$ cat src/rtl/icache_dm.sv
// Direct-mapped instruction cache with sequential line refill and whole-cache flush.
// Optional hit/miss statistics counters are built when ICACHE_STATS_EN is defined.
module icache_dm #(
    parameter int unsigned ADDR_W         = 32,
    parameter int unsigned DATA_W         = 32,
    parameter int unsigned NUM_LINES      = 16,
    parameter int unsigned WORDS_PER_LINE = 4
) (
    input  logic              clock,
    input  logic              reset,
    input  logic              req_valid,
    input  logic [ADDR_W-1:0] addr_in,
    output logic [DATA_W-1:0] data_out,
    output logic              resp_valid,
    output logic              stall,
    input  logic              flush,
    output logic              mem_req,
    output logic [ADDR_W-1:0] mem_addr,
    input  logic [DATA_W-1:0] mem_dataOut,
    input  logic              mem_valid,
    output logic [31:0]       hit_count,
    output logic [31:0]       miss_count
);

    localparam int unsigned OFFB  = $clog2(WORDS_PER_LINE);
    localparam int unsigned IDXB  = $clog2(NUM_LINES);
    localparam int unsigned TAGB  = ADDR_W - 2 - OFFB - IDXB;
    localparam int unsigned LINEW = TAGB + IDXB;
    localparam logic [OFFB-1:0] LastWord = OFFB'(WORDS_PER_LINE - 1);

    typedef enum logic [1:0] {StIdle, StRefill, StRespond} state_e;

    state_e              r_state;
    state_e              w_state_next;
    logic [NUM_LINES-1:0] r_valid;
    logic [TAGB-1:0]     r_tag [NUM_LINES];
    logic [DATA_W-1:0]   r_mem [NUM_LINES*WORDS_PER_LINE];
    logic [LINEW-1:0]    r_line_addr;
    logic [OFFB-1:0]     r_req_off;
    logic [OFFB-1:0]     r_cnt;
    logic [DATA_W-1:0]   r_data_out;
    logic                r_resp_valid;
    logic                r_flush_pend;

    logic [OFFB-1:0]     w_off;
    logic [IDXB-1:0]     w_idx;
    logic [TAGB-1:0]     w_tag;
    logic [IDXB-1:0]     w_ridx;
    logic [TAGB-1:0]     w_rtag;
    logic                w_flush_now;
    logic                w_accept;
    logic                w_hit;
    logic                w_miss;
    logic                w_fill;
    logic                w_last;
    logic                w_unused_addr;

    assign w_off         = addr_in[OFFB+1:2];
    assign w_idx         = addr_in[OFFB+IDXB+1:OFFB+2];
    assign w_tag         = addr_in[ADDR_W-1:OFFB+IDXB+2];
    assign w_unused_addr = ^addr_in[1:0];
    assign w_ridx        = r_line_addr[IDXB-1:0];
    assign w_rtag        = r_line_addr[LINEW-1:IDXB];

    // A pending flush takes the first IDLE cycle, so no request is accepted then.
    assign w_flush_now = (r_state == StIdle) && (flush || r_flush_pend);
    assign w_accept    = (r_state == StIdle) && req_valid && !w_flush_now;
    assign w_hit       = w_accept && r_valid[w_idx] && (r_tag[w_idx] == w_tag);
    assign w_miss      = w_accept && !w_hit;
    assign w_fill      = (r_state == StRefill) && mem_valid;
    assign w_last      = (r_cnt == LastWord);

    always_ff @(posedge clock or posedge reset) begin
        if (reset) begin
            r_state <= StIdle;
        end else begin
            r_state <= w_state_next;
        end
    end

    always_comb begin
        w_state_next = r_state;
        stall        = 1'b0;
        unique case (r_state)
            StIdle: begin
                stall = w_flush_now;
                if (w_miss) w_state_next = StRefill;
            end
            StRefill: begin
                stall = 1'b1;
                if (w_fill && w_last) w_state_next = StRespond;
            end
            StRespond: begin
                stall        = 1'b1;
                w_state_next = StIdle;
            end
            default: w_state_next = StIdle;
        endcase
    end

    always_ff @(posedge clock or posedge reset) begin
        if (reset) begin
            r_valid      <= '0;
            r_line_addr  <= '0;
            r_req_off    <= '0;
            r_cnt        <= '0;
            r_data_out   <= '0;
            r_resp_valid <= 1'b0;
            r_flush_pend <= 1'b0;
        end else begin
            r_resp_valid <= 1'b0;
            if (w_flush_now) begin
                r_valid      <= '0;
                r_flush_pend <= 1'b0;
            end else if ((r_state != StIdle) && flush) begin
                r_flush_pend <= 1'b1;
            end
            if (w_hit) begin
                r_data_out   <= r_mem[{w_idx, w_off}];
                r_resp_valid <= 1'b1;
            end
            // Invalidate up front so an aborted refill never leaves a stale-tag line valid.
            if (w_miss) begin
                r_line_addr    <= addr_in[ADDR_W-1:OFFB+2];
                r_req_off      <= w_off;
                r_cnt          <= '0;
                r_valid[w_idx] <= 1'b0;
            end
            if (w_fill) begin
                r_cnt <= r_cnt + 1'b1;
                if (w_last) begin
                    r_valid[w_ridx] <= 1'b1;
                    r_resp_valid    <= 1'b1;
                    r_data_out      <= (r_req_off == LastWord) ? mem_dataOut
                                                               : r_mem[{w_ridx, r_req_off}];
                end
            end
        end
    end

    always_ff @(posedge clock) begin
        if (w_fill) begin
            r_mem[{w_ridx, r_cnt}] <= mem_dataOut;
            if (w_last) r_tag[w_ridx] <= w_rtag;
        end
    end

    assign data_out   = r_data_out;
    assign resp_valid = r_resp_valid;
    assign mem_req    = (r_state == StRefill);
    assign mem_addr   = {r_line_addr, r_cnt, 2'b00};

`ifdef ICACHE_STATS_EN
    logic [31:0] r_hit_cnt;
    logic [31:0] r_miss_cnt;

    always_ff @(posedge clock or posedge reset) begin
        if (reset) begin
            r_hit_cnt  <= '0;
            r_miss_cnt <= '0;
        end else if (w_flush_now) begin
            r_hit_cnt  <= '0;
            r_miss_cnt <= '0;
        end else begin
            if (w_hit)  r_hit_cnt  <= r_hit_cnt + 32'd1;
            if (w_miss) r_miss_cnt <= r_miss_cnt + 32'd1;
        end
    end

    assign hit_count  = r_hit_cnt;
    assign miss_count = r_miss_cnt;
`else
    assign hit_count  = '0;
    assign miss_count = '0;
`endif

endmodule

$ cat config.mk
export PLATFORM = sky130hd
export DESIGN_NAME = icache_dm
export DESIGN_NICKNAME = d
export VERILOG_FILES = /design/src/rtl/icache_dm.sv
export SDC_FILE = /design/constraint.sdc
export NUM_CORES = 2
export LEC_CHECK = 0
export CAP_MARGIN = 20
export CORE_UTILIZATION = 45
export CTS_CLUSTER_SIZE = 8
export DETAILED_ROUTE_END_ITERATION = 12
export GPL_ROUTABILITY_DRIVEN = 0
export HOLD_SLACK_MARGIN = 0.06
export PLACE_DENSITY = 0.6
export SETUP_SLACK_MARGIN = 0.15
export SLEW_MARGIN = 20
export SYNTH_ARGS = -nofsm -noshare
export SYNTH_HDL_FRONTEND = slang
export SYNTH_SLANG_ARGS = --single-unit
$ cat constraint.sdc
create_clock -name clock -period 4.6 [get_ports clock]
set_input_delay 0.69 -clock clock [delete_from_list [all_inputs] [get_ports clock]]
set_output_delay 0.69 -clock clock [all_outputs]
set_load 0.02 [all_outputs]
; After elaboration in Yosys (flattened, before gate mapping)
; Memory sizes are Yosys's and may differ from the RTL's.
; Cells that the tools add are included.
[word_totals]
register_bits = 84
ram_bits = 2432
word_cells = 75
memories = 2
[mem_list]
columns = memory, depth, word_bits, rd, rd_clocked_by_memory_dff, wr, line_no
row1 = r_mem, 64, 32, 2, 0, 1, 37  ; logic [DATA_W-1:0] r_mem [NUM_LINES*WORDS_PER_LINE];
row2 = r_tag, 16, 24, 1, 0, 1, 36  ; logic [TAGB-1:0] r_tag [NUM_LINES];
[classes]
add_sub_neg = 1
magnitude_cmp = 4
eq_ne = 7
n_mux = 30
n_bitwise = 3
n_reduce_logical = 20
[op_table]
columns = cell, n
row1 = 32-bit two-way mux, 4
row2 = 16-bit two-way mux, 4
row3 = 24-bit == test, 1
row4 = 16-bit bitwise AND, 1
row5 = 16-bit NOT, 1
row6 = 16-bit OR, 1
row7 = 1-bit two-way mux, 13
row8 = 1-bit logical AND, 11
row9 = "4-bit by 5-bit less-than comparator with 1-bit output, second input constant", 2
row10 = 1-bit demux with 4-bit select, 2
row11 = "4-bit by 1-bit greater-or-equal comparator with 1-bit output, second input constant", 2
row12 = 2-bit two-way mux, 4
row13 = "2-bit == test, second input constant", 3
row14 = 2-bit nonzero test, 3
row15 = 1-bit binary-select mux with 4-bit select, 1
row16 = 2-bit case mux with 2 select lines, 1
row17 = "2-bit by 1-bit adder with 2-bit output, second input constant", 1
row18 = "2-bit by 1-bit == test with 1-bit output, second input constant", 1
row19 = 1-bit logical NOT, 2
row20 = 2-bit logical NOT, 1
row21 = "2-bit by 1-bit != test with 1-bit output, second input constant", 1
row22 = "2-bit != test, second input constant", 1
row23 = 1-bit case mux with 2 select lines, 1
row24 = 2-bit AND reduction, 1
row25 = other kinds (2), 2

; Logic depth before layout (Yosys ltp)
[logic_depth]
word_depth = 12
mapped_depth = 16
mapped_depth_nobuf = 9

; Worst setup path after synthesis
; No wires, ideal clock.
[synth_path]
kind = flip-flop to flip-flop
startpoint = reg r_line_addr[1]
endpoint = mem r_mem[48][0] (enable)
setup_time_ps = 461
arrival_ps = 4452
t_required_ps = 4139
setup_slack_ps = -313
stages_incl_launch_ff = 10
n_path_buf = 6
period_less_slack_ps = 4913
path_cell_list = dfrtp_1 clkbuf_1 buf_1 clkbuf_1 clkbuf_1 clkbuf_1 buf_1 nor2_1 nand2_1 nor3_1
[synth_lines]
columns = element, line_no
row1 = start: declaration, 38  ; logic [LINEW-1:0] r_line_addr;
row2 = start signal: assignment, 124  ; r_line_addr <= addr_in[ADDR_W-1:OFFB+2];
row3 = end: declaration, 37
; No word-level cell before the write port.

; Worst setup path in the final report
[layout_path]
startpoint = reg r_line_addr[0]
endpoint = out mem_addr[4]
[layout_lines]
columns = element, line_no
row1 = end: declaration, 18  ; output logic [ADDR_W-1:0] mem_addr,
; No word-level cell between the ends.

==> reports/metrics.sh <==
OUTCOME='completed'
BUFFER_PORTS.INSERTED=131
CTS-BUFFERS-INSERTED=365
FINCLKSKEW_NS=0.0762
FIN_WORST_HOLD_SLACK_NS=0.115
FINAL_ANTENNA_NET_COUNT=0
YOSYS_REGISTER_BITS=2516
YOSYSMOSTFREQUENTCELL='sky130_fd_sc_hd__edfxtp_1'
DIEHEIGHT_UM=504
CTSHOLDBUFFERS=0
VIA_COUNT=66000
PATH_CLASS_OF_THE_LOWEST_SLACK_MIN_DELAY_PATH='primary input to flop'
TOP_CELL_TYPE_BY_TOTAL_AREA_AFTER_SYNTHESIS='sky130_fd_sc_hd__edfxtp_1'
TOTAL_LEAKAGE_POWER_nW=41.9
SYNTHESIS.AREA_UM2=114000
YOSYS-TOP-CELLS-AREA='sky130_fd_sc_hd__edfxtp_1 (64%), sky130_fd_sc_hd__mux4_2 (24%), sky130_fd_sc_hd__mux2i_1 (2.0%), sky130_fd_sc_hd__dfrtp_1 (1.9%), sky130_fd_sc_hd__clkbuf_1 (0.72%)'
MIN_PERIOD_NS=4.03
WORST_SKEW_PAIR.LATE_LATENCY_NS=1.02
DRC_ERRORS=0
FINALINSTANCEAREA_UM2=132000
DIE_AREA_UM2=254000
SYN_AREA_PER_CELL_UM2=20.7
DETAIL_ROUTE.WL_PER_CELL_UM=41.4
NUMBER_OF_GATES_GIVEN_A_NEW_DRIVE_STRENGTH_AFTER_CTS=0
RSZ0062_AT_GRT='no'
SYNTH.YOSYS.SEQ_AREA_SHARE=0.662
GRT_PASS1_WL_UM=540000
CTS.CLK_SLEW.WORST_PATHS_NS=0.05
DPL.HPWL_UM=234000
SYNTH_TOP_AREA_SHARE=0.643
ROUTE.DETAILED.VIAS_PER_INST=6.94
FIN_WS_NS=0.575
YOSYS-TOP-CELLS-COUNT='sky130_fd_sc_hd__edfxtp_1 (2432), sky130_fd_sc_hd__mux4_2 (1227), sky130_fd_sc_hd__mux2i_1 (222)'
DETAIL_ROUTE.WIRELENGTH_UM=394000
WORST_EP_ARRIVAL_TIME_NS=3.34
GRT_START_MAX_NET_PINS=71
PLACE_WS_NS=0.0696
POSTLAYOUTCOREUTIL=0.526
DESIGN.FINAL.NETS=6055
DR.FIRST_ITER.DRC_COUNT=9773
FINALCRITPERIODSHARE=0.875
PEAKVDDDROP_V=0.000519
GRT_PASS1_VIAS=65912
SYN_INST_COUNT=5475
PLACEABLE_AREA_UM2=251000
ANTENNA_FOUND_INITIAL=20
TOP_LEVEL_PORTS=200
POSTSYNTH.ASYNCRESETSHARE=0.0334
TOTAL_POWER_mW=69.9
SYNTH-WARNING-COUNT=0
SETUP.WORST_PATH.END_CLASS='output port'
TIMING_MAX_TRANSITION_VIOLATIONS_FINAL=0
DISTINCT_CELLS_SYNTH=77
GR-TOTAL-OVERFLOW=0
DIE_WIDTH_UM=504
CLOCKBUFFERDEPTH=4
REPORT.FINAL.HOLD_VIOL_COUNT=0
FLOORPLAN.INITIALDENSITY=0.452
CTS.SINK_COUNT=2516
TOTAL_NUMBER_OF_H_TREE_LEVELS=5
NUMBER_OF_SYNTHESIZED_FLOPS_WITH_AN_ENABLE_PIN=2432
GR-USAGE-ALL-LAYERS=0.309
MAXSLEWHEADROOM=0.155
CAP_VIOL_MAX_COUNT=0
CLOCK_TREE.ROOT_CELL='sky130_fd_sc_hd__clkbuf_16'
TIMING.CRITICAL_PATH.FANOUT_MAX=30
REQUIRED_TIME_OF_THE_CRITICAL_PATH_NS=3.91
CRITPATHLAUNCHTYPE='flop'
ROW_COUNT=184
SETUP_VIOLATIONS=0
SYNTH_TOP_FLOP_CELL='sky130_fd_sc_hd__edfxtp_1'
WORSTMARGINPINSLEW_NS=1.26
POWER-PER-CELL-AREA_nW_PER_UM2=529
WORSTSETUPPATHTYPE='flop to output port'
LAYOUT-AREA-OVERHEAD-VS-SYNTH_PCT=16.4
FMAX_GHz=0.248
FINAL_LAYOUT_SIZE_SUFFIX_GT1_FRAC=0.357
DRT-PASS1-ITER-COUNT=6
DETAILED_PLACE.AREA_UM2=122000
CTS_SETUP_BUFFERS=0
CTS_TREE='done'
[stage by stage]
| stage | setup TNS (ns) | cells |
|---|---|---|
| floorplan | -55.42 | 5540 |
| global placement | 0 | 8960 |
| detailed placement | 0 | 8960 |
| CTS | 0 | 9507 |
| global route | 0 | 9512 |
| finish | 0 | 9515 |
[final timing paths]
check	end	slack [ns]	cells after the start	start
max	mem_addr[4]	0.57	2	r_line_addr[0]
min in group asynchronous	r_line_addr[21]	0.22	2	reset
max in group asynchronous	data_out[6]	3.39	3	reset
min	r_mem[48][21]	0.12	1	mem_dataOut[21]
min reg2reg	r_flush_pend	0.54	2	r_flush_pend
max reg2reg	r_req_off[1]	0.88	10	r_tag[7][11]
[critical path: stages (launching register included)]
cell and delay, ns:
sky130_fd_sc_hd__dfrtp_4 0.78, sky130_fd_sc_hd__buf_4 0.69, sky130_fd_sc_hd__clkdlybuf4s50_1 0.80
[logic make-up after synthesis]
group                    Yosys count  share of synthesized area
XOR/XNOR                          27                    0.00208
flip-flops                      2516                      0.662
multiplexers                    1492                      0.267
buffers and inverters            496                     0.0204
AO/OA/AOI/OAI                    547                     0.0322
AND/OR/NAND/NOR                  391                     0.0156
other                              1                  0.0000330
adder cells (fa/ha/maj)            5                   0.000551
[flip-flops by register name, indices dropped and copies added, names as in the netlist]
register	flops
r_mem	2048
r_tag	384
data_out	32
r_line_addr	28
r_valid	16
r_cnt	2
r_req_off	2
r_state	2
r_flush_pend	1
resp_valid	1
[layer usage]
metal,up-vias,routed length [um],global-route usage
li1,24743,-,-
met1,35905,146000,0.410
met2,4431,186000,0.482
met3,903,43600,0.0829
met4,18,19000,0.133
met5,-,251,0.00375
[layout make-up]
cell class	count	area, um^2
clock buffers	535	9900
fillers	19445	119000
repair buffers	544	5720
well taps	3348	4190
flip-flops and latches	2516	75100
inverters	26	104
clock inverters	12	188
multi-input cells	2528	36900
diodes	6	15.0
[placed cells by master (no fill, tap or decap), drive strengths merged, types with 28 or more instances in the layout]
master	synthesis	layout
clkbuf	219	535
mux2i	222	222
conb	1	66
nor3	30	30
o22ai	31	31
edfxtp	2432	2432
a22oi	77	77
clkdlybuf4s50	0	93
o221ai	39	39
o21ai	141	141
mux4	1227	1227
nor2	140	140
buf	251	451
a21oi	111	111
dfrtp	84	84
nand2	128	128
mux2	43	43
inv	24	28
[report_power, final]
part,switching (mW),internal (mW)
Sequential,1.35,26.3
Clock,9.51,14.7
Combinational,9.87,8.11
Total,20.7,49.2
Power figures use the tool's default switching activity.
